[config.mk]
export PLATFORM = sky130hd
export DESIGN_NAME = integer_multiplier_arbiter_flat
export DESIGN_NICKNAME = d
export VERILOG_FILES = /design/src/rtl/integer_multiplier_arbiter_if.sv /design/src/rtl/integer_multiplier_arbiter.sv /design/src/flat_wrapper.sv
export SDC_FILE = /design/constraint.sdc
export NUM_CORES = 1
export LEC_CHECK = 0
export CORE_AREA = 3 3 361 363
export DETAILED_ROUTE_END_ITERATION = 12
export DIE_AREA = 0 0 364 366
export PLACE_DENSITY = 0.43
export SLEW_MARGIN = 20
export SYNTH_ARGS = -nofsm -noshare
export SYNTH_HDL_FRONTEND = slang
export SYNTH_SLANG_ARGS = --single-unit
export TNS_END_PERCENT = 100
[constraint.sdc]
create_clock -name clk_in -period 1.83 [get_ports clk_in]
set_clock_uncertainty 0.05 [all_clocks]
set_input_delay 0.366 -clock clk_in [delete_from_list [all_inputs] [get_ports clk_in]]
set_output_delay 0.366 -clock clk_in [all_outputs]
set_load 0.03 [all_outputs]
[src/rtl/integer_multiplier_arbiter_if.sv]
`default_nettype none
// ============================================================================
//  Module   : integer_multiplier_arbiter_if
//  Purpose  : Bundles the requester-side and multiplier-side handshake
//             signals of integer_multiplier_arbiter.
//  Modports : slave  - arbiter side (drives grants, operands, results)
//             master - environment side (requesters plus the multiplier)
//  Ports    : requester bus  request_valid/signs/operands -> request_ack,
//                            result_valid/sign/result/exception <- result_ack
//             multiplier bus operand valids/signs/operands -> issue_ack,
//                            product_valid/sign/product/exception -> product_ack
//             status         busy, grant_id, protocol_error
//  Revision : 1.0  initial release
// ============================================================================
interface integer_multiplier_arbiter_if #(
  parameter int NUM_REQUESTERS        = 4,
  parameter int REQ_ID_WIDTH          = 2,
  parameter int OPERAND_WIDTH_IN_BITS = 64,
  parameter int PRODUCT_WIDTH_IN_BITS = 128
) ();
  // requester side
  logic [NUM_REQUESTERS-1:0]                       request_valid_in;
  logic [NUM_REQUESTERS-1:0]                       request_multiplicand_sign_in;
  logic [NUM_REQUESTERS-1:0]                       request_multiplier_sign_in;
  logic [NUM_REQUESTERS*OPERAND_WIDTH_IN_BITS-1:0] request_multiplicand_in;
  logic [NUM_REQUESTERS*OPERAND_WIDTH_IN_BITS-1:0] request_multiplier_in;
  logic [NUM_REQUESTERS-1:0]                       request_ack_out;
  logic [NUM_REQUESTERS-1:0]                       result_valid_out;
  logic                                            result_sign_out;
  logic [PRODUCT_WIDTH_IN_BITS-1:0]                result_out;
  logic                                            result_exception_out;
  logic [NUM_REQUESTERS-1:0]                       result_ack_in;
  // multiplier side
  logic                                            multiplicand_valid_out;
  logic                                            multiplier_valid_out;
  logic                                            multiplicand_sign_out;
  logic                                            multiplier_sign_out;
  logic [OPERAND_WIDTH_IN_BITS-1:0]                multiplicand_out;
  logic [OPERAND_WIDTH_IN_BITS-1:0]                multiplier_out;
  logic                                            issue_ack_in;
  logic                                            product_valid_in;
  logic                                            product_sign_in;
  logic [PRODUCT_WIDTH_IN_BITS-1:0]                product_in;
  logic                                            multiply_exception_in;
  logic                                            product_ack_out;
  // status
  logic                                            busy_out;
  logic [REQ_ID_WIDTH-1:0]                         grant_id_out;
  logic                                            protocol_error_out;

  modport slave (
    input  request_valid_in, request_multiplicand_sign_in, request_multiplier_sign_in,
    input  request_multiplicand_in, request_multiplier_in, result_ack_in,
    input  issue_ack_in, product_valid_in, product_sign_in, product_in, multiply_exception_in,
    output request_ack_out, result_valid_out, result_sign_out, result_out, result_exception_out,
    output multiplicand_valid_out, multiplier_valid_out, multiplicand_sign_out, multiplier_sign_out,
    output multiplicand_out, multiplier_out, product_ack_out,
    output busy_out, grant_id_out, protocol_error_out
  );

  modport master (
    output request_valid_in, request_multiplicand_sign_in, request_multiplier_sign_in,
    output request_multiplicand_in, request_multiplier_in, result_ack_in,
    output issue_ack_in, product_valid_in, product_sign_in, product_in, multiply_exception_in,
    input  request_ack_out, result_valid_out, result_sign_out, result_out, result_exception_out,
    input  multiplicand_valid_out, multiplier_valid_out, multiplicand_sign_out, multiplier_sign_out,
    input  multiplicand_out, multiplier_out, product_ack_out,
    input  busy_out, grant_id_out, protocol_error_out
  );
endinterface
`default_nettype wire

[src/rtl/integer_multiplier_arbiter.sv]
`default_nettype none
// ============================================================================
//  Module   : integer_multiplier_arbiter
//  Purpose  : Round-robin sharing of one integer multiplier among
//             NUM_REQUESTERS clients, one operation outstanding at a time.
//             IDLE -> ISSUE -> EXECUTE -> DELIVER -> IDLE. All outputs are
//             registered.
//  Ports    : clk_in    clock, rising edge
//             reset_in  asynchronous active-low reset
//             arb_bus   requester, multiplier and status signals (slave side)
//  Revision : 1.0  initial release
// ============================================================================
module integer_multiplier_arbiter #(
  parameter int NUM_REQUESTERS        = 4,
  parameter int REQ_ID_WIDTH          = 2,
  parameter int OPERAND_WIDTH_IN_BITS = 64,
  parameter int PRODUCT_WIDTH_IN_BITS = 128
) (
  input  wire logic                     clk_in,
  input  wire logic                     reset_in,
  integer_multiplier_arbiter_if.slave   arb_bus
);

  typedef enum logic [1:0] {
    ST_IDLE    = 2'd0,
    ST_ISSUE   = 2'd1,
    ST_EXECUTE = 2'd2,
    ST_DELIVER = 2'd3
  } state_t;

  localparam logic [NUM_REQUESTERS-1:0] c_REQ_ONE = {{(NUM_REQUESTERS-1){1'b0}}, 1'b1};

  state_t                             r_state, w_state_next;
  logic [REQ_ID_WIDTH-1:0]            r_rr_ptr, w_rr_ptr_next;
  logic [REQ_ID_WIDTH-1:0]            r_owner, w_owner_next;
  logic                               r_op_valid, w_op_valid_next;
  logic                               r_mcand_sign, w_mcand_sign_next;
  logic                               r_mplier_sign, w_mplier_sign_next;
  logic [OPERAND_WIDTH_IN_BITS-1:0]   r_mcand, w_mcand_next;
  logic [OPERAND_WIDTH_IN_BITS-1:0]   r_mplier, w_mplier_next;
  logic [NUM_REQUESTERS-1:0]          r_request_ack, w_request_ack_next;
  logic [NUM_REQUESTERS-1:0]          r_result_valid, w_result_valid_next;
  logic                               r_result_sign, w_result_sign_next;
  logic [PRODUCT_WIDTH_IN_BITS-1:0]   r_result, w_result_next;
  logic                               r_result_exc, w_result_exc_next;
  logic                               r_product_ack, w_product_ack_next;
  logic                               r_busy, w_busy_next;
  logic                               r_protocol_error, w_protocol_error_next;

  logic                               w_grant_found;
  logic [REQ_ID_WIDTH-1:0]            w_grant_id;
  logic [REQ_ID_WIDTH-1:0]            w_idx;
  logic [NUM_REQUESTERS-1:0]          w_owner_onehot;

  // Round-robin search starting at pointer+1. The loop walks from the
  // farthest offset to the nearest so the nearest valid requester is the
  // last assignment and wins; offset N wraps onto the pointer itself.
  always_comb begin
    w_grant_found = 1'b0;
    w_grant_id    = r_rr_ptr;
    w_idx         = r_rr_ptr;
    for (int k = NUM_REQUESTERS; k >= 1; k--) begin
      w_idx = r_rr_ptr + REQ_ID_WIDTH'(k);
      if (arb_bus.request_valid_in[w_idx]) begin
        w_grant_found = 1'b1;
        w_grant_id    = w_idx;
      end
    end
  end

  assign w_owner_onehot = c_REQ_ONE << r_owner;

  always_comb begin
    w_state_next        = r_state;
    w_rr_ptr_next       = r_rr_ptr;
    w_owner_next        = r_owner;
    w_op_valid_next     = r_op_valid;
    w_mcand_sign_next   = r_mcand_sign;
    w_mplier_sign_next  = r_mplier_sign;
    w_mcand_next        = r_mcand;
    w_mplier_next       = r_mplier;
    w_request_ack_next  = '0;
    w_result_valid_next = r_result_valid;
    w_result_sign_next  = r_result_sign;
    w_result_next       = r_result;
    w_result_exc_next   = r_result_exc;
    w_product_ack_next  = 1'b0;
    // A product strobe is only legal while EXECUTE waits for it. The cycle
    // right after the capture is exempt: product_ack is still in flight
    // there and a multiplier that holds valid until it sees the ack is
    // behaving correctly.
    w_protocol_error_next = r_protocol_error |
                            (arb_bus.product_valid_in && (r_state != ST_EXECUTE) && !r_product_ack);

    case (r_state)
      ST_IDLE: begin
        if (w_grant_found) begin
          w_owner_next       = w_grant_id;
          w_mcand_next       = arb_bus.request_multiplicand_in[int'(w_grant_id) * OPERAND_WIDTH_IN_BITS +: OPERAND_WIDTH_IN_BITS];
          w_mplier_next      = arb_bus.request_multiplier_in[int'(w_grant_id) * OPERAND_WIDTH_IN_BITS +: OPERAND_WIDTH_IN_BITS];
          w_mcand_sign_next  = arb_bus.request_multiplicand_sign_in[w_grant_id];
          w_mplier_sign_next = arb_bus.request_multiplier_sign_in[w_grant_id];
          w_op_valid_next    = 1'b1;
          w_state_next       = ST_ISSUE;
        end
      end
      ST_ISSUE: begin
        if (arb_bus.issue_ack_in) begin
          w_op_valid_next    = 1'b0;
          w_request_ack_next = w_owner_onehot;
          w_state_next       = ST_EXECUTE;
        end
      end
      ST_EXECUTE: begin
        if (arb_bus.product_valid_in) begin
          w_result_next       = arb_bus.product_in;
          w_result_sign_next  = arb_bus.product_sign_in;
          w_result_exc_next   = arb_bus.multiply_exception_in;
          w_result_valid_next = w_owner_onehot;
          w_product_ack_next  = 1'b1;
          w_state_next        = ST_DELIVER;
        end
      end
      ST_DELIVER: begin
        // Acks from anyone but the owner are ignored.
        if (arb_bus.result_ack_in[r_owner]) begin
          w_result_valid_next = '0;
          w_rr_ptr_next       = r_owner;
          w_state_next        = ST_IDLE;
        end
      end
      default: w_state_next = ST_IDLE;
    endcase

    w_busy_next = (w_state_next != ST_IDLE);
  end

  always_ff @(posedge clk_in or negedge reset_in) begin
    if (!reset_in) begin
      r_state          <= ST_IDLE;
      r_rr_ptr         <= REQ_ID_WIDTH'(NUM_REQUESTERS - 1);
      r_owner          <= '0;
      r_op_valid       <= 1'b0;
      r_mcand_sign     <= 1'b0;
      r_mplier_sign    <= 1'b0;
      r_mcand          <= '0;
      r_mplier         <= '0;
      r_request_ack    <= '0;
      r_result_valid   <= '0;
      r_result_sign    <= 1'b0;
      r_result         <= '0;
      r_result_exc     <= 1'b0;
      r_product_ack    <= 1'b0;
      r_busy           <= 1'b0;
      r_protocol_error <= 1'b0;
    end else begin
      r_state          <= w_state_next;
      r_rr_ptr         <= w_rr_ptr_next;
      r_owner          <= w_owner_next;
      r_op_valid       <= w_op_valid_next;
      r_mcand_sign     <= w_mcand_sign_next;
      r_mplier_sign    <= w_mplier_sign_next;
      r_mcand          <= w_mcand_next;
      r_mplier         <= w_mplier_next;
      r_request_ack    <= w_request_ack_next;
      r_result_valid   <= w_result_valid_next;
      r_result_sign    <= w_result_sign_next;
      r_result         <= w_result_next;
      r_result_exc     <= w_result_exc_next;
      r_product_ack    <= w_product_ack_next;
      r_busy           <= w_busy_next;
      r_protocol_error <= w_protocol_error_next;
    end
  end

  assign arb_bus.request_ack_out        = r_request_ack;
  assign arb_bus.result_valid_out       = r_result_valid;
  assign arb_bus.result_sign_out        = r_result_sign;
  assign arb_bus.result_out             = r_result;
  assign arb_bus.result_exception_out   = r_result_exc;
  assign arb_bus.multiplicand_valid_out = r_op_valid;
  assign arb_bus.multiplier_valid_out   = r_op_valid;
  assign arb_bus.multiplicand_sign_out  = r_mcand_sign;
  assign arb_bus.multiplier_sign_out    = r_mplier_sign;
  assign arb_bus.multiplicand_out       = r_mcand;
  assign arb_bus.multiplier_out         = r_mplier;
  assign arb_bus.product_ack_out        = r_product_ack;
  assign arb_bus.busy_out               = r_busy;
  assign arb_bus.grant_id_out           = r_owner;
  assign arb_bus.protocol_error_out     = r_protocol_error;

endmodule
`default_nettype wire

[src/flat_wrapper.sv]
// flat-port wrapper written by rule: the top's interface ports become plain ports
module integer_multiplier_arbiter_flat 
#(
  parameter int NUM_REQUESTERS        = 4,
  parameter int REQ_ID_WIDTH          = 2,
  parameter int OPERAND_WIDTH_IN_BITS = 64,
  parameter int PRODUCT_WIDTH_IN_BITS = 128
)
  (clk_in, reset_in, arb_bus_request_valid_in, arb_bus_request_multiplicand_sign_in, arb_bus_request_multiplier_sign_in, arb_bus_request_multiplicand_in, arb_bus_request_multiplier_in, arb_bus_result_ack_in, arb_bus_issue_ack_in, arb_bus_product_valid_in, arb_bus_product_sign_in, arb_bus_product_in, arb_bus_multiply_exception_in, arb_bus_request_ack_out, arb_bus_result_valid_out, arb_bus_result_sign_out, arb_bus_result_out, arb_bus_result_exception_out, arb_bus_multiplicand_valid_out, arb_bus_multiplier_valid_out, arb_bus_multiplicand_sign_out, arb_bus_multiplier_sign_out, arb_bus_multiplicand_out, arb_bus_multiplier_out, arb_bus_product_ack_out, arb_bus_busy_out, arb_bus_grant_id_out, arb_bus_protocol_error_out);
  integer_multiplier_arbiter_if #(.NUM_REQUESTERS(NUM_REQUESTERS), .REQ_ID_WIDTH(REQ_ID_WIDTH), .OPERAND_WIDTH_IN_BITS(OPERAND_WIDTH_IN_BITS), .PRODUCT_WIDTH_IN_BITS(PRODUCT_WIDTH_IN_BITS)) arb_bus_i ();
  input  wire logic clk_in;
  input  wire logic reset_in;
  input wire logic [$bits(arb_bus_i.request_valid_in)-1:0] arb_bus_request_valid_in;
  input wire logic [$bits(arb_bus_i.request_multiplicand_sign_in)-1:0] arb_bus_request_multiplicand_sign_in;
  input wire logic [$bits(arb_bus_i.request_multiplier_sign_in)-1:0] arb_bus_request_multiplier_sign_in;
  input wire logic [$bits(arb_bus_i.request_multiplicand_in)-1:0] arb_bus_request_multiplicand_in;
  input wire logic [$bits(arb_bus_i.request_multiplier_in)-1:0] arb_bus_request_multiplier_in;
  input wire logic [$bits(arb_bus_i.result_ack_in)-1:0] arb_bus_result_ack_in;
  input wire logic [$bits(arb_bus_i.issue_ack_in)-1:0] arb_bus_issue_ack_in;
  input wire logic [$bits(arb_bus_i.product_valid_in)-1:0] arb_bus_product_valid_in;
  input wire logic [$bits(arb_bus_i.product_sign_in)-1:0] arb_bus_product_sign_in;
  input wire logic [$bits(arb_bus_i.product_in)-1:0] arb_bus_product_in;
  input wire logic [$bits(arb_bus_i.multiply_exception_in)-1:0] arb_bus_multiply_exception_in;
  output wire logic [$bits(arb_bus_i.request_ack_out)-1:0] arb_bus_request_ack_out;
  output wire logic [$bits(arb_bus_i.result_valid_out)-1:0] arb_bus_result_valid_out;
  output wire logic [$bits(arb_bus_i.result_sign_out)-1:0] arb_bus_result_sign_out;
  output wire logic [$bits(arb_bus_i.result_out)-1:0] arb_bus_result_out;
  output wire logic [$bits(arb_bus_i.result_exception_out)-1:0] arb_bus_result_exception_out;
  output wire logic [$bits(arb_bus_i.multiplicand_valid_out)-1:0] arb_bus_multiplicand_valid_out;
  output wire logic [$bits(arb_bus_i.multiplier_valid_out)-1:0] arb_bus_multiplier_valid_out;
  output wire logic [$bits(arb_bus_i.multiplicand_sign_out)-1:0] arb_bus_multiplicand_sign_out;
  output wire logic [$bits(arb_bus_i.multiplier_sign_out)-1:0] arb_bus_multiplier_sign_out;
  output wire logic [$bits(arb_bus_i.multiplicand_out)-1:0] arb_bus_multiplicand_out;
  output wire logic [$bits(arb_bus_i.multiplier_out)-1:0] arb_bus_multiplier_out;
  output wire logic [$bits(arb_bus_i.product_ack_out)-1:0] arb_bus_product_ack_out;
  output wire logic [$bits(arb_bus_i.busy_out)-1:0] arb_bus_busy_out;
  output wire logic [$bits(arb_bus_i.grant_id_out)-1:0] arb_bus_grant_id_out;
  output wire logic [$bits(arb_bus_i.protocol_error_out)-1:0] arb_bus_protocol_error_out;
  assign arb_bus_i.request_valid_in = arb_bus_request_valid_in;
  assign arb_bus_i.request_multiplicand_sign_in = arb_bus_request_multiplicand_sign_in;
  assign arb_bus_i.request_multiplier_sign_in = arb_bus_request_multiplier_sign_in;
  assign arb_bus_i.request_multiplicand_in = arb_bus_request_multiplicand_in;
  assign arb_bus_i.request_multiplier_in = arb_bus_request_multiplier_in;
  assign arb_bus_i.result_ack_in = arb_bus_result_ack_in;
  assign arb_bus_i.issue_ack_in = arb_bus_issue_ack_in;
  assign arb_bus_i.product_valid_in = arb_bus_product_valid_in;
  assign arb_bus_i.product_sign_in = arb_bus_product_sign_in;
  assign arb_bus_i.product_in = arb_bus_product_in;
  assign arb_bus_i.multiply_exception_in = arb_bus_multiply_exception_in;
  assign arb_bus_request_ack_out = arb_bus_i.request_ack_out;
  assign arb_bus_result_valid_out = arb_bus_i.result_valid_out;
  assign arb_bus_result_sign_out = arb_bus_i.result_sign_out;
  assign arb_bus_result_out = arb_bus_i.result_out;
  assign arb_bus_result_exception_out = arb_bus_i.result_exception_out;
  assign arb_bus_multiplicand_valid_out = arb_bus_i.multiplicand_valid_out;
  assign arb_bus_multiplier_valid_out = arb_bus_i.multiplier_valid_out;
  assign arb_bus_multiplicand_sign_out = arb_bus_i.multiplicand_sign_out;
  assign arb_bus_multiplier_sign_out = arb_bus_i.multiplier_sign_out;
  assign arb_bus_multiplicand_out = arb_bus_i.multiplicand_out;
  assign arb_bus_multiplier_out = arb_bus_i.multiplier_out;
  assign arb_bus_product_ack_out = arb_bus_i.product_ack_out;
  assign arb_bus_busy_out = arb_bus_i.busy_out;
  assign arb_bus_grant_id_out = arb_bus_i.grant_id_out;
  assign arb_bus_protocol_error_out = arb_bus_i.protocol_error_out;
  integer_multiplier_arbiter #(.NUM_REQUESTERS(NUM_REQUESTERS), .REQ_ID_WIDTH(REQ_ID_WIDTH), .OPERAND_WIDTH_IN_BITS(OPERAND_WIDTH_IN_BITS), .PRODUCT_WIDTH_IN_BITS(PRODUCT_WIDTH_IN_BITS)) u_core (.clk_in(clk_in), .reset_in(reset_in), .arb_bus(arb_bus_i));
endmodule
# Word-level counts from Yosys, hierarchy flattened
# Index checks and enable logic that the tools add are counted.
# Widths: inputs -> output; s select.
[classes]
n_reduce_logical = 12
n_addsub = 3
order_cmp = 6
n_bitwise = 1
n_shift = 3
n_mux = 36
eq_ne = 8
[op_table]
columns = ["cell", "n"]
rows = [
  ["$shiftx 256x9->64", 2],
  ["$lt 2x3->1 const B", 6],
  ["$mux 4", 4],
  ["$mux 1", 15],
  ["$bmux 1 s2", 7],
  ["$mux 2", 7],
  ["$pmux 2 s4", 1],
  ["$pmux 4 s2", 1],
  ["$ne 2x2->1 const B", 3],
  ["$reduce_and 2->1", 3],
  ["$reduce_and 3->1", 2],
  ["$reduce_bool 2->1", 3],
  ["$add 2x2->2 const B", 2],
  ["$eq 2x2->1 const B", 2],
  ["$ne 2x1->1 const B", 2],
  ["$shl 1x2->4 const A", 1],
  ["$add 2x1->2 const B", 1],
  ["$eq 2x1->1 const B", 1],
  ["$logic_and 1x1->1", 2],
  ["$logic_not 2->1", 1],
  ["$pmux 1 s2", 1],
  ["$logic_not 1->1", 1],
  ["$or 1x1->1", 1],
]
[word_totals]
register_bits = 278

# Depth between registers and ports, before layout
# Gate-level depths: netlist of run 1.
[depth]
depth_word = 9
ltp_mapped = 8
ltp_nobuf = 5

# Worst setup path before layout of run 1
# OpenSTA, ideal clock, no wires.
[synth_path]
path_kind = "reg2reg"
from = "register u_core.r_owner[0], in the netlist u_core.arb_bus.grant_id_out[0]"
to = "register u_core.r_rr_ptr[0]"
setup_slack_ps = -105
path_stages_with_launch = 6
setup_time_ps = 82
synth_period_minus_slack_ps = 1935
arrival_ps = 1803
cell_sequence = "dfrtp_1 buf_2 mux4_2 and2_1 nand2_1 mux2_2"
[synth_via]
elab_chain_len = 3
[synth_lines]
columns = ["item", "line_no", "source"]
rows = [
  ["start: declaration", "integer_multiplier_arbiter.sv:35", "logic [REQ_ID_WIDTH-1:0] r_owner, w_owner_next;"],
  ["start signal: assignment", "integer_multiplier_arbiter.sv:159", "r_owner <= w_owner_next;"],
  ["$bmux 1 s2", "integer_multiplier_arbiter.sv:126", "if (arb_bus.result_ack_in[r_owner]) begin"],
  ["$mux 1 (implied by the code)", "integer_multiplier_arbiter.sv:126", ""],
  ["$reduce_and 2->1 (no line)", "-", ""],
  ["end signal: assignment", "integer_multiplier_arbiter.sv:141", "r_rr_ptr <= REQ_ID_WIDTH'(NUM_REQUESTERS - 1);"],
  ["end signal: assignment", "integer_multiplier_arbiter.sv:158", "r_rr_ptr <= w_rr_ptr_next;"],
  ["end: declaration", "integer_multiplier_arbiter.sv:34", "logic [REQ_ID_WIDTH-1:0] r_rr_ptr, w_rr_ptr_next;"],
]
# Several ways; a longest one is shown, not always the timed one. The select of a mux whose other input is x is not followed.
# A chain may end at the register's enable or synchronous reset.

# Worst setup path in the final report of run 1
[layout_path]
from = "register u_core.r_rr_ptr[1]"
to = "register u_core.r_mcand[48], in the netlist u_core.arb_bus.multiplicand_out[48]"
[layout_via]
elab_chain_len = 7
[layout_lines]
columns = ["item", "line_no", "source"]
rows = [
  ["$add 2x2->2 / $bmux 1 s2 (equally long branches)", "integer_multiplier_arbiter.sv:63, integer_multiplier_arbiter.sv:64", ""],
  ["$bmux 1 s2 / $mux 1 (equally long branches)", "integer_multiplier_arbiter.sv:64", "if (arb_bus.request_valid_in[w_idx]) begin"],
  ["$mux 1 (implied by the code)", "integer_multiplier_arbiter.sv:64", ""],
  ["$mux 2 / $mux 1 (equally long branches) (3 in series)", "integer_multiplier_arbiter.sv:64", ""],
  ["$shiftx 256x9->64 / $reduce_and 2->1 (equally long branches)", "-", ""],
  ["end signal: assignment", "integer_multiplier_arbiter.sv:163", "r_mcand <= w_mcand_next;"],
  ["end: declaration", "integer_multiplier_arbiter.sv:39", "logic [OPERAND_WIDTH_IN_BITS-1:0] r_mcand, w_mcand_next;"],
]
# Several ways; a longest one is shown, not always the timed one. The select of a mux whose other input is x is not followed.

==> impl_metrics.tcl, run 1 <==
set metrics [dict create \
    status "finished, violations left" \
    failed_checks "negative setup slack" \
    drv_slew 0 \
    max-clock-path-buffers 3 \
    routed_wl_um 100000 \
    worst_slack_ps -404 \
    clk_pin_slew_ps 60 \
    synth_area_leader_cell "dfrtp_1" \
    via_per_inst 3.60 \
    multi_input_area_mm2 0.00686 \
    drc 0 \
    rr_worst_depth 8 \
    synthToLayoutAreaGrowth_pct 115 \
    wl_per_cell_um 24.3 \
    synth.area.mux_share_pct 19.6 \
    initial_utilization_pct 10.7 \
    ir_drop_v 0.000707 \
    yosysWarnings 0 \
    min_period_ps 2230 \
    synth_fp_nets 2012 \
    synth_most_common_cell "nand2_1" \
    synth_edf_count 0 \
    grt_pass1_wl_um 127000 \
    dieArea_mm2 0.133 \
    postLayoutCellArea_mm2 0.0294 \
    power_density_mw_per_mm2 1680 \
    relSlewSlack_pct 72.4 \
    r2r_start "u_core.r_rr_ptr[1]" \
    rsz0062_at_grt "yes" \
    crit_arrival_ps 2630 \
    h-tree-depth 2 \
    p_switching_mw 22.0 \
    die-width_um 364 \
    netlist.area_leader.share_pct 50.6 \
    hold_viol 0 \
    vias 14800 \
    p_comb_share_pct 60.3 \
    die_y_um 366 \
    syn_inst 1350 \
    io_buffers 936 \
    hpwl_um 78400 \
    synth_area_mm2 0.0136 \
    grt.overflow.total 0 \
    max_slew.worst_pin.slew_ps 412 \
    ys_seq_area_share_pct 51.0 \
    synth_flop_cell "dfrtp_1" \
    clkPwrFrac_pct 17.8 \
    intPower_mw 27.4 \
    required_ps 2220 \
    synth_xor_area_share_pct 0 \
    rows 131 \
    worst-setup-path-type "flop to flop" \
    synthArstFlopShare_pct 100 \
    worst-r2r-setup-slack_ps -400 \
    pin_count 937 \
    pwr-share-seq_pct 21.9 \
    synthTopCellsByCount "nand2_1, dfrtp_1, mux2i_1" \
    swShare_pct 44.5 \
    gp_congestion 0.817 \
    leakage_nw 13.0 \
    placed_cell_area_mm2 0.0259 \
    cts.sinks 278 \
    nNetsFinal 3074 \
    whs_ps 192 \
    first_pass_iters 5 \
    syn_avg_cell_area_um2 10.1 \
    grt_pass1_vias 15500 \
    grt_antenna_before_repair 41 \
    holdCritPathClass "primary input to asynchronous set/reset pin" \
    worstSkewPairLatency_ps 590 \
    cts_tree "built" \
    clockRootBuffer "clkbuf_16" \
    synth_compound_area_share_pct 8.85 \
    regArea_mm2 0.00696 \
    endpoint_kind "flop" \
    synthTopCellsByArea "dfrtp_1, mux2i_1, nand2_1" \
    post_synth_num_cell_types 32 \
    drt_iter0_markers 659 \
    synthAdderAreaFrac_pct 0 \
    worstReg2RegEnd "u_core.arb_bus.multiplicand_out[48]" \
    synth_top_family_by_area "multiplexers" \
    ant_nets 0 \
    finalCritPeriodShare_pct 122 \
    grt_usage_pct 13.5 \
    critPathMaxFanout 8 \
    maxCapViolCount 0 \
    coreArea_mm2 0.127 \
    drive_gt1_share_pct 22.9 \
    grt_max_degree 54 \
    synth-seq-cells 278 \
    critPathLaunchType "flop" \
    final-setup-viol-count 131 \
    synthSimpleGateAreaFrac_pct 15.7 \
    max_freq_mhz 448 \
    nFillCells 13800 \
    cts_buffers 43 \
]
==> registers in the layout (all words and copies together) (netlist names) <==
register,cells
u_core.r_state,2
u_core.arb_bus.multiplier_sign_out,1
u_core.arb_bus.product_ack_out,1
u_core.arb_bus.busy_out,1
u_core.arb_bus.result_out,128
u_core.arb_bus.protocol_error_out,1
u_core.arb_bus.request_ack_out,4
u_core.arb_bus.grant_id_out,2
u_core.arb_bus.multiplicand_valid_out,1
u_core.arb_bus.result_valid_out,4
u_core.r_rr_ptr,2
u_core.arb_bus.multiplicand_sign_out,1
u_core.arb_bus.multiplicand_out,64
u_core.arb_bus.result_sign_out,1
u_core.arb_bus.result_exception_out,1
u_core.arb_bus.multiplier_out,64
==> critical path, cell delays in order, from the launching register on <==
cell       delay, ps
dfstp_2          560
or2_1            140
o21ai_2           70
a211o_4          410
buf_12           170
clkbuf_16        170
buf_12           150
mux2i_2          210
o221ai_1         140
==> cell families (layout without fill, tap and decap cells) <==
family                 count (synthesis)  count (layout)
AOI/OAI and AO/OA                    142             142
DFF                                  278             278
muxes                                264             264
buffers and inverters                107            1201
and+or+nand+nor                      559             559
other                                  0              11
==> worst max path at each step <==
stage	start	cells after the start	slack [ps]	end
floorplan	u_core.r_rr_ptr[1]	8	10	u_core.arb_bus.multiplicand_out[57]
global placement	arb_bus_request_valid_in[2]	7	-830	u_core.arb_bus.multiplicand_out[9]
detailed placement	arb_bus_request_valid_in[2]	7	-850	u_core.arb_bus.multiplicand_out[9]
CTS	u_core.r_rr_ptr[1]	7	-330	u_core.arb_bus.multiplier_out[12]
global route	u_core.r_rr_ptr[1]	8	-470	u_core.arb_bus.multiplicand_out[60]
finish	u_core.r_rr_ptr[1]	8	-400	u_core.arb_bus.multiplicand_out[48]
==> power by group through the flow <==
stage	Clock, mW	Sequential, mW	Combinational (mW)
4_1_cts	9.22	10.9	26.3
6_report	8.80	10.9	29.8
5_1_grt	9.44	11.2	31.7
2_1_floorplan	0	16.1	8.28
3_5_place_dp	0	10.9	27.1
3_3_place_gp	0	10.9	27.1
==> repair_timing <==
action,in CTS,in global routing
endpoints found under the hold margin,158,0
hold buffers,1,0
cloned,0,34
gates resized for setup,485,211
pin swaps,0,54
buffers inserted,0,24
endpoints found under the setup margin,335,179
==> layout make-up <==
cell class | count | area share (%)
Antenna cell | 11 | 0.0937
Clock buffer | 60 | 4.29
Clock inverter | 17 | 0.741
Inverter | 5 | 0.0724
Multi-Input combinational cell | 965 | 23.3
Sequential cell | 278 | 23.7
Tap cell | 1662 | 7.08
Timing Repair Buffer | 1119 | 40.7
==> cell usage in the layout, fill, tap and decap left out, types with 33 or more instances in the layout <==
cell type / instances
clkdlybuf4s15_2: 76
clkdlybuf4s15_1: 70
buf_12: 48
mux2i_1: 193
clkdlybuf4s50_1: 660
mux2i_2: 40
dlygate4sd2_1: 33
o221ai_2: 46
o221ai_1: 84
nand2_1: 535
dfrtp_1: 274
buf_4: 136
clkbuf_16: 68
==> layer usage <==
layer	share of wire [%]	vias up	GRT usage (%)
met3	8.4	130	4.73
met2	51	605	24.4
met4	2.2	26	2.95
met5	0.18	-	0
met1	39	7169	15.0
li1	-	6884	-
==> per-stage QoR <==
step                worst slack [ps]  util, %  power (mW)  cells  TNS [ps]
CTS                             -328     21.6        46.4   4050    -34820
detailed placement              -852     20.3        38.0   3972    -87840
finish                          -404     23.1        49.5   4117    -42300
floorplan                       12.6        -        24.3   1350         0
global route                    -469     23.1        52.4   4108    -53800
global placement                -834     20.3        38.0   3972    -83220
(Power assumes the default switching activity.)
==> run 2: changes to the inputs <==
--- a/config.mk
+++ b/config.mk
@@ -6,10 +6,11 @@
 export NUM_CORES = 1
 export LEC_CHECK = 0
 export CORE_AREA = 3 3 361 363
+export CTS_CLUSTER_SIZE = 24
 export DETAILED_ROUTE_END_ITERATION = 12
 export DIE_AREA = 0 0 364 366
-export PLACE_DENSITY = 0.43
-export SLEW_MARGIN = 20
+export PLACE_DENSITY = 0.41
+export SLEW_MARGIN = 5
 export SYNTH_ARGS = -nofsm -noshare
 export SYNTH_HDL_FRONTEND = slang
 export SYNTH_SLANG_ARGS = --single-unit
==> run 2 against run 1 <==
Effect of this change: the run still ends with negative setup slack left; sequential share of layout area increased by 0.91 points; wire length down 7.8%; first-iteration DRC count grew 9.6%; sequential power is essentially flat; worst setup slack gained 8.6 ps; register-to-register slack about the same; maximum frequency increased by 0.39%; sequential cell count stayed put; clock power is 9.5% lower; non-clock buffer count is 3 higher; cell count is essentially flat; combinational power decreased by 9.4%; critical path type unchanged; critical endpoint is now u_core.arb_bus.multiplier_out[41]; largest power group unchanged.
==> impl_metrics.tcl, run 2 (same netlist as run 1, synthesis figures left out) <==
set metrics [dict create \
    grt_usage_pct 13.3 \
    coreArea_mm2 0.127 \
    final-setup-viol-count 130 \
    worst-setup-path-type "flop to flop" \
    critPathMaxFanout 15 \
    gp_congestion 0.818 \
    failed_checks "negative setup slack" \
    grt_max_degree 41 \
    drt_iter0_markers 722 \
    routed_wl_um 92200 \
    worstReg2RegEnd "u_core.arb_bus.multiplier_out[41]" \
    nNetsFinal 3075 \
    rr_worst_depth 7 \
    hold_viol 0 \
    power_density_mw_per_mm2 1620 \
    rsz0062_at_grt "yes" \
    max-clock-path-buffers 3 \
    crit_arrival_ps 2610 \
    io_buffers 936 \
    max_freq_mhz 449 \
    hpwl_um 76600 \
    holdCritPathClass "primary input to flop" \
    via_per_inst 3.51 \
    drive_gt1_share_pct 19.1 \
    first_pass_iters 5 \
    largest_register_ffs 128 \
    vias 14500 \
    required_ps 2210 \
    status "finished, violations left" \
    nFillCells 13900 \
    ant_nets 0 \
    worstSkewPairLatency_ps 570 \
    die-width_um 364 \
    grt_antenna_before_repair 27 \
    pin_count 937 \
    wl_per_cell_um 22.4 \
    critPathLaunchType "flop" \
    endpoint_kind "flop" \
    synthToLayoutAreaGrowth_pct 107 \
    hp-start "arb_bus_product_in[113]" \
    die_y_um 366 \
    maxCapViolCount 0 \
    h-tree-depth 2 \
    worst-r2r-setup-slack_ps -400 \
    ir_drop_v 0.000551 \
    whs_endpoint "u_core.arb_bus.result_out[113]" \
    min_period_ps 2230 \
    relSlewSlack_pct 64.7 \
    fin_util_pct 22.2 \
    initial_utilization_pct 10.7 \
    drc 0 \
    cts_tree "built" \
    hold_depth 3 \
    grt.overflow.total 0 \
    layout_commonest_cell "clkdlybuf4s50_1" \
    cts_buffers 41 \
    grt_pass1_vias 15500 \
    worst_slack_ps -395 \
    max_slew.worst_pin.slew_ps 529 \
    r2r_start "u_core.r_rr_ptr[1]" \
    place_ws_ps -780 \
    clockRootBuffer "clkbuf_16" \
    clk_pin_slew_ps 60 \
    layout_common_cells "clkdlybuf4s50_1, nand2_1, dfrtp_1, mux2i_1, buf_4" \
    finalCritPeriodShare_pct 122 \
    grt_pass1_wl_um 126000 \
    drv_slew 0 \
    leakage_nw 12.7 \
    total_power_mw 45.8 \
    whs_ps 266 \
    rows 131 \
    cts.sinks 278 \
    dieArea_mm2 0.133 \
]
==> run 2: power by group <==
part           internal [mW]  switching [mW]  total (mW)
clock network           4.70            3.27        7.96
logic                   11.5            15.5        27.0
registers               9.06            1.84        10.9
total                   25.3            20.6        45.8
==> run 2: final cells by class <==
cell class | instances | area [um2] | area share, %
inverter | 5 | 21.3 | 0.0752
multi-input combinational | 965 | 6570 | 23.2
clock inverter | 16 | 146 | 0.517
clock buffer | 58 | 1160 | 4.10
sequential | 278 | 6960 | 24.6
antenna | 13 | 32.5 | 0.115
timing repair buffer | 1122 | 11300 | 40.0
tap | 1662 | 2080 | 7.35
==> run 2: repair_timing <==
action | in CTS | in global routing
hold buffers | 1 | 0
gates resized for setup | 442 | 129
gates cloned | 3 | 1
setup endpoints to repair | 345 | 206
endpoints found under the hold margin | 19 | 0
pin swaps | 1 | 12
setup buffers | 15 | 10
==> run 2: how the worst max path moves through the flow <==
| stage | start | endpoint | cells after the start |
|---|---|---|---|
| after CTS | u_core.r_rr_ptr[1] | u_core.arb_bus.multiplier_out[8] | 8 |
| after global placement | arb_bus_request_valid_in[2] | u_core.arb_bus.multiplicand_out[7] | 8 |
| final | u_core.r_rr_ptr[1] | u_core.arb_bus.multiplier_out[41] | 7 |
| after detailed placement | arb_bus_request_valid_in[2] | u_core.arb_bus.multiplicand_out[7] | 8 |
| after floorplan | u_core.r_rr_ptr[1] | u_core.arb_bus.multiplicand_out[57] | 8 |
| after global routing | u_core.r_rr_ptr[1] | u_core.arb_bus.multiplicand_out[48] | 8 |
==> run 2: per-layer routing <==
metal / global-route usage, % / wire [um] / up-vias
li1: - / - / 6871
met1: 15.0 / 35600 / 6958
met2: 24.1 / 47100 / 540
met3: 4.53 / 7890 / 89
met4: 2.62 / 1490 / 20
met5: 0 / 142 / -
==> run 2: worst max-delay path, cell delays in order, from the launching register on <==
cell      delay (ps)
dfstp_2          560
or2_1            130
o21ai_1           80
a211o_4          360
buf_12           170
buf_12           180
mux2i_1          330
o221ai_1         160
==> run 2: through the flow <==
step           instance area, um2  std cells  setup TNS, ps
6_report                    28300       4119         -33340
5_1_grt                     28300       4110         -47440
4_1_cts                     27800       4096         -31930
3_5_place_dp                26100       4005         -84190
3_3_place_gp                26100       4005         -80930
2_1_floorplan               13600       1350              0
